[src/rtl/cpu_pkg.sv]
// Shared VLIW bundle layout: widths, slot offsets, instruction field slices and
// the fetch-stage FSM encoding.
package cpu_pkg;

    localparam int BUNDLE_W = 88;
    localparam int SLOT_W   = 22;

    // Slot positions inside a bundle: [87:66]=A0 [65:44]=A1 [43:22]=M [21:0]=LS
    localparam int A0_LSB = 66;
    localparam int A1_LSB = 44;
    localparam int M_LSB  = 22;
    localparam int LS_LSB = 0;

    localparam logic [SLOT_W-1:0] NOP     = '0;
    localparam logic [4:0]        HALT_OP = 5'b11111;

    typedef enum logic [1:0] {
        FS_IDLE = 2'd0,
        FS_RUN  = 2'd1,
        FS_HALT = 2'd2
    } fetch_state_e;

    function automatic logic [4:0] slot_op(input logic [SLOT_W-1:0] s);
        return s[4:0];
    endfunction

    function automatic logic [4:0] slot_r0(input logic [SLOT_W-1:0] s);
        return s[9:5];
    endfunction

    function automatic logic [4:0] slot_r1(input logic [SLOT_W-1:0] s);
        return s[14:10];
    endfunction

    function automatic logic [4:0] slot_rd(input logic [SLOT_W-1:0] s);
        return s[19:15];
    endfunction

    function automatic logic [1:0] slot_cnd(input logic [SLOT_W-1:0] s);
        return s[21:20];
    endfunction

endpackage

[src/rtl/fetch_fifo.sv]
// Synchronous prefetch FIFO holding {bundle, pc_tag} entries; flush empties it
// in one cycle. DEPTH must be a power of two so the pointers wrap naturally.
module fetch_fifo #(
    parameter int DEPTH = 4,
    parameter int W     = 104
) (
    input  logic                   clk,
    input  logic                   rst,
    input  logic                   push,
    input  logic                   pop,
    input  logic                   flush,
    input  logic [W-1:0]           din,
    output logic [W-1:0]           dout,
    output logic                   full,
    output logic                   empty,
    output logic [$clog2(DEPTH):0] count
);

    localparam int PTR_W = $clog2(DEPTH);
    localparam int CNT_W = PTR_W + 1;

    logic [W-1:0]     mem [DEPTH];
    logic [PTR_W-1:0] wr_ptr;
    logic [PTR_W-1:0] rd_ptr;

    always_ff @(posedge clk or posedge rst) begin
        if (rst) begin
            wr_ptr <= '0;
            rd_ptr <= '0;
            count  <= '0;
        end else if (flush) begin
            wr_ptr <= '0;
            rd_ptr <= '0;
            count  <= '0;
        end else begin
            if (push) wr_ptr <= wr_ptr + PTR_W'(1);
            if (pop)  rd_ptr <= rd_ptr + PTR_W'(1);
            count <= count + CNT_W'(push) - CNT_W'(pop);
        end
    end

    // Storage carries no reset; only entries below count are ever observed.
    always_ff @(posedge clk) begin
        if (push && !flush) mem[wr_ptr] <= din;
    end

    assign dout  = mem[rd_ptr];
    assign empty = (count == '0);
    assign full  = (count == CNT_W'(DEPTH));

endmodule

[src/rtl/instr_fetch.sv]
// Instruction fetch: issues bundle requests, tags responses with their PC,
// buffers them in a prefetch FIFO and presents the four slots to decode.
module instr_fetch #(
    parameter int                ADDR_W     = 16,
    parameter logic [ADDR_W-1:0] RESET_PC   = '0,
    parameter int                FIFO_DEPTH = 4,
    parameter logic [4:0]        HALT_OP    = cpu_pkg::HALT_OP
) (
    input  logic                        clk,
    input  logic                        rst,
    output logic                        imem_req,
    output logic [ADDR_W-1:0]           imem_addr,
    input  logic                        imem_gnt,
    input  logic                        imem_valid,
    input  logic [cpu_pkg::BUNDLE_W-1:0] imem_data,
    input  logic                        stall,
    input  logic                        redirect,
    input  logic [ADDR_W-1:0]           redirect_pc,
    output logic [cpu_pkg::SLOT_W-1:0]  A0,
    output logic [cpu_pkg::SLOT_W-1:0]  A1,
    output logic [cpu_pkg::SLOT_W-1:0]  M,
    output logic [cpu_pkg::SLOT_W-1:0]  LS,
    output logic [ADDR_W-1:0]           if_pc,
    output logic                        if_valid,
    output logic                        halted
);

    import cpu_pkg::*;

    localparam int PTR_W   = $clog2(FIFO_DEPTH);
    localparam int CNT_W   = PTR_W + 1;
    localparam int ENTRY_W = BUNDLE_W + ADDR_W;

    fetch_state_e      state, state_next;
    logic [ADDR_W-1:0] pc;
    logic [CNT_W-1:0]  outstanding, outstanding_next, drop, fifo_count;
    logic [CNT_W:0]    occupancy;
    logic [ADDR_W-1:0] tag_mem [FIFO_DEPTH];
    logic [PTR_W-1:0]  tag_wr, tag_rd;
    logic              issue, rsp, push, pop, fifo_full, fifo_empty;
    logic [ENTRY_W-1:0] head;
    logic [BUNDLE_W-1:0] head_bundle;

    // Buffered plus in-flight bundles never exceed the FIFO, so a push always fits.
    assign occupancy        = {1'b0, fifo_count} + {1'b0, outstanding};
    assign issue            = imem_req & imem_gnt;
    assign rsp              = imem_valid && (outstanding != '0);
    assign outstanding_next = outstanding + CNT_W'(issue) - CNT_W'(rsp);
    assign push             = rsp && (drop == '0) && !redirect;
    assign pop              = if_valid && !stall && !redirect;
    assign imem_addr        = pc;

    always_comb begin
        state_next = state;
        imem_req   = (state == FS_RUN) && (occupancy < (CNT_W+1)'(FIFO_DEPTH));
        halted     = (state == FS_HALT);
        unique case (state)
            FS_IDLE: state_next = FS_RUN;
            FS_RUN:  if (pop && slot_op(head_bundle[A0_LSB +: SLOT_W]) == HALT_OP)
                         state_next = FS_HALT;
            FS_HALT: state_next = FS_HALT;
            default: state_next = FS_IDLE;
        endcase
        if (redirect) state_next = FS_RUN;
    end

    always_ff @(posedge clk or posedge rst) begin
        if (rst) begin
            state       <= FS_IDLE;
            pc          <= RESET_PC;
            outstanding <= '0;
            drop        <= '0;
            tag_wr      <= '0;
            tag_rd      <= '0;
        end else begin
            state       <= state_next;
            outstanding <= outstanding_next;
            if (issue) tag_wr <= tag_wr + PTR_W'(1);
            if (rsp)   tag_rd <= tag_rd + PTR_W'(1);
            // Everything still in flight after this cycle belongs to the old stream.
            if (redirect) begin
                pc   <= redirect_pc;
                drop <= outstanding_next;
            end else begin
                if (issue) pc <= pc + ADDR_W'(1);
                if (rsp && drop != '0) drop <= drop - CNT_W'(1);
            end
        end
    end

    always_ff @(posedge clk) begin
        if (issue) tag_mem[tag_wr] <= pc;
    end

    fetch_fifo #(
        .DEPTH (FIFO_DEPTH),
        .W     (ENTRY_W)
    ) u_fifo (
        .clk   (clk),
        .rst   (rst),
        .push  (push),
        .pop   (pop),
        .flush (redirect),
        .din   ({imem_data, tag_mem[tag_rd]}),
        .dout  (head),
        .full  (fifo_full),
        .empty (fifo_empty),
        .count (fifo_count)
    );

    assign head_bundle = head[ENTRY_W-1 -: BUNDLE_W];
    assign if_valid    = !fifo_empty;
    assign if_pc       = if_valid ? head[ADDR_W-1:0] : RESET_PC;
    assign A0          = if_valid ? head_bundle[A0_LSB +: SLOT_W] : NOP;
    assign A1          = if_valid ? head_bundle[A1_LSB +: SLOT_W] : NOP;
    assign M           = if_valid ? head_bundle[M_LSB  +: SLOT_W] : NOP;
    assign LS          = if_valid ? head_bundle[LS_LSB +: SLOT_W] : NOP;

    a_no_push_full: assert property (@(posedge clk) disable iff (rst)
        !(push && fifo_full && !pop));
    a_no_spurious_rsp: assert property (@(posedge clk) disable iff (rst)
        !(imem_valid && outstanding == '0));

endmodule

[config.mk]
export PLATFORM = sky130hd
export DESIGN_NAME = instr_fetch
export DESIGN_NICKNAME = d
export VERILOG_FILES = /design/src/rtl/cpu_pkg.sv /design/src/rtl/fetch_fifo.sv /design/src/rtl/instr_fetch.sv
export SDC_FILE = /design/constraint.sdc
export NUM_CORES = 1
export LEC_CHECK = 0
export BUFFER_PORTS_ARGS = -buffer_cell sky130_fd_sc_hd__clkbuf_2
export CORE_MARGIN = 1.5
export CORE_UTILIZATION = 30
export DETAILED_ROUTE_END_ITERATION = 16
export PLACE_DENSITY = 0.56
export SLEW_MARGIN = 10
export SYNTH_ARGS = -nofsm -noshare
export SYNTH_HDL_FRONTEND = slang
export SYNTH_SLANG_ARGS = --single-unit
export TNS_END_PERCENT = 10
[constraint.sdc]
create_clock -name clk -period 5.4 [get_ports clk]
set_input_delay 0.27 -clock clk [delete_from_list [all_inputs] [get_ports clk]]
set_output_delay 0.27 -clock clk [all_outputs]
set_load 0.05 [all_outputs]
==> results.yml <==
status:
  status: "finished, final reports clean"
final_layout:
  fillers: 6082
  final_area_mm2: 0.0252
  fin_nets: 1478
  final_common_cell: "edfxtp_1"
  final_layout_size_suffix_gt1_share_pct: 32.3
  layout.area.seq_mm2: 0.0153
  multi_input_area_mm2: 0.00462
  final_util_pct: 38.1
  final_cell_mix: "edfxtp_1, clkbuf_2, mux4_2"
  syn2layout_area_growth_pct: 24.9
routing:
  drc: 0
  detail-route-antenna-nets: 0
  vias: 10300
  drt-total-wl_um: 43000
  drt-pass1-iter-count: 4
  wl_per_cell_um: 19.1
  vias_per_cell: 4.59
  drt_iter0_drc: 591
clock_network:
  clk_latency_ns: 0.59
  cts_buffer_depth: 3
  numCtsBuffers: 55
  cts_tree: "yes"
  cts.sink_count: 515
  htree_levels: 2
  root_buffer: "clkbuf_16"
  clk_pin_slew_worst_paths_ns: 0.05
timing:
  hold_ws_ns: 0.0956
  setup_viol: 0
  period_share_pct: 69.7
  final_max_slew_viol_count: 0
  timing.fmax_mhz: 266
  hold_viol: 0
  maxSlewHeadroom_pct: 28.1
  fin_setup_tns_ns: 0
  finalClockSkew_ns: 0.0238
  worst_slew_pin_slew_ns: 1.08
  grt_setup_unrepaired: "false"
  finalCriticalPeriod_ns: 3.76
critical_path:
  path_buf_inv: 3
  slowest_stage: "clkinv_2"
  path_cells: "nor3_1 > clkinv_2 > buf_4 > and2_1 > clkbuf_2"
  arrival_ns: 3.49
  path_max_fanout: 68
  crit_path_end_kind: "primary output"
  cp-start-kind: "flop"
  max_stage_delay_ns: 0.98
  worstPathRequired_ns: 5.13
  crit_type: "reg2out"
  path_delay_family: "buffers and inverters"
power_and_ir_drop:
  p_total_mw: 12.7
  ir_drop_mv: 0.314
  p_leak_nw: 8.66
  power_density_mw_per_mm2: 505
logic_synthesis:
  synthArstFlopShare_pct: 6.80
  synth_top_flop_cell: "edfxtp_1"
  yosysWarnings: 0
  synth.avg_cell_area_um2: 20.5
  synth_area_mm2: 0.0202
  synth.yosys.seq_area_share_pct: 75.8
  synth_area_leader_cell: "edfxtp_1"
  synth-edff-count: 480
  post_synth_num_cell_types: 40
  synthCells: 985
  ys_ff_latch: 515
  synth_area_leaders: "edfxtp_1, mux4_2, dfrtp_1, and2_1, ha_1"
  synth_top_area_share_pct: 71.4
  syn-num-nets: 1117
floorplanning:
  initial_utilization_pct: 30.5
  die-area_mm2: 0.0688
  fp.dieW_um: 262
  coreArea_mm2: 0.0662
  rows: 94
  pin_count: 233
  die_y_um: 262
flow_run:
  cap_viol_max_count: 0
place:
  gp_congestion: 0.730
  port_buffers: 232
  dp_hpwl_um: 25100
  place_area_mm2: 0.0224
global_routing:
  gr-usage-all-layers_pct: 12.5
  grt_pass1_vias: 11200
  antenna_found_initial: 2
  grt_remaining_overflow: 0
  grt_first_pass_wirelength_um: 66300
  grt_start_max_net_pins: 108
worst_hold_path:
  worstHoldPathType: "in2reg"
## path summary, 6_finish.rpt
kind	startpoint	cells after the start	to	slack [ns]
worst min-delay path	imem_valid	3	tag_rd[0]$_DFFE_PP0P_	0.1
max in group asynchronous	rst	4	u_fifo.rd_ptr[0]$_DFFE_PP0P_	4.70
worst min register to register	outstanding[0]$_DFF_PP0_	1	outstanding[0]$_DFF_PP0_	0.57
worst max-delay path	u_fifo.count[1]$_DFF_PP0_	5	M[17]	1.64
min in group asynchronous	rst	4	imem_addr[2]$_DFFE_PP0P_	0.32
worst max register to register	outstanding[2]$_DFF_PP0_	11	drop[2]$_DFFE_PP0P_	2.23
## worst min-delay path, stage by stage
cell and delay, ns:
clkbuf_2 0.09, o31ai_1 0.18, xnor2_1 0.09
## timing repair
action,in CTS,in global routing
buffers inserted,0,0
resized for setup,0,0
endpoints found under the hold margin,404,0
hold buffers,106,0
## Yosys cell counts (4+ instances only)
| cell | instances |
|---|---|
| and2_1 | 115 |
| and3_1 | 5 |
| buf_2 | 19 |
| clkbuf_1 | 27 |
| dfrtp_1 | 35 |
| edfxtp_1 | 480 |
| ha_1 | 20 |
| inv_1 | 21 |
| mux4_2 | 120 |
| nand2_1 | 23 |
| nand3_1 | 9 |
| nand4_1 | 9 |
| nor2_1 | 9 |
| nor3_1 | 7 |
| o211ai_1 | 4 |
| o21ai_0 | 21 |
| o31ai_1 | 4 |
| or4_1 | 9 |
| xnor2_1 | 9 |
| xor2_1 | 8 |
## flip-flops by register name (all words and copies together), names as in the netlist
name	flops
drop	3
imem_addr	16
outstanding	3
state	2
tag_mem	64
tag_rd	2
tag_wr	2
u_fifo.count	3
u_fifo.mem	416
u_fifo.rd_ptr	2
u_fifo.wr_ptr	2
## final cells by class
cell class	count	share of cell area (%)
Inverter	21	0.318
Multi-Input combinational cell	401	18.3
Clock inverter	25	1.12
Antenna cell	1	0.00993
Clock buffer	76	5.90
Timing Repair Buffer	352	9.38
Sequential cell	515	60.7
Tap cell	864	4.29
## logic make-up (layout without fill, tap and decap cells)
family	Yosys count	after routing	synth area share [%]
multiplexers	121	121	13.4
AO/OA/AOI/OAI	43	43	1.34
AND/OR/NAND/NOR	198	198	5.87
adder cells (fa/ha/maj)	22	22	1.44
buffers and inverters	69	474	1.40
other	0	1	0
flip-flops	515	515	75.8
XOR/XNOR	17	17	0.738
## metal layers
| layer | vias up | wire length, um | track usage [%] |
|---|---|---|---|
| met4 | 2 | 696 | 2.88 |
| met5 | - | 12 | 0 |
| met1 | 5374 | 19500 | 16.8 |
| met2 | 232 | 20600 | 20.4 |
| li1 | 4686 | - | - |
| met3 | 54 | 2120 | 3.15 |
## metrics by stage
step,setup slack [ns],instances
after global placement,2.20,2047
final,1.64,2255
after global routing,1.33,2255
after CTS,1.49,2254
after detailed placement,2.12,2047
after floorplan,1.50,985
## where the power goes
| group | switching, mW | leakage (nW) | total [mW] | internal [mW] |
|---|---|---|---|---|
| sequential | 0.194 | 4.74 | 4.89 | 4.70 |
| clock | 1.48 | 0.858 | 3.68 | 2.20 |
| combinational | 2.90 | 3.06 | 4.17 | 1.27 |
Note: power is estimated with default switching activity, not from simulation.
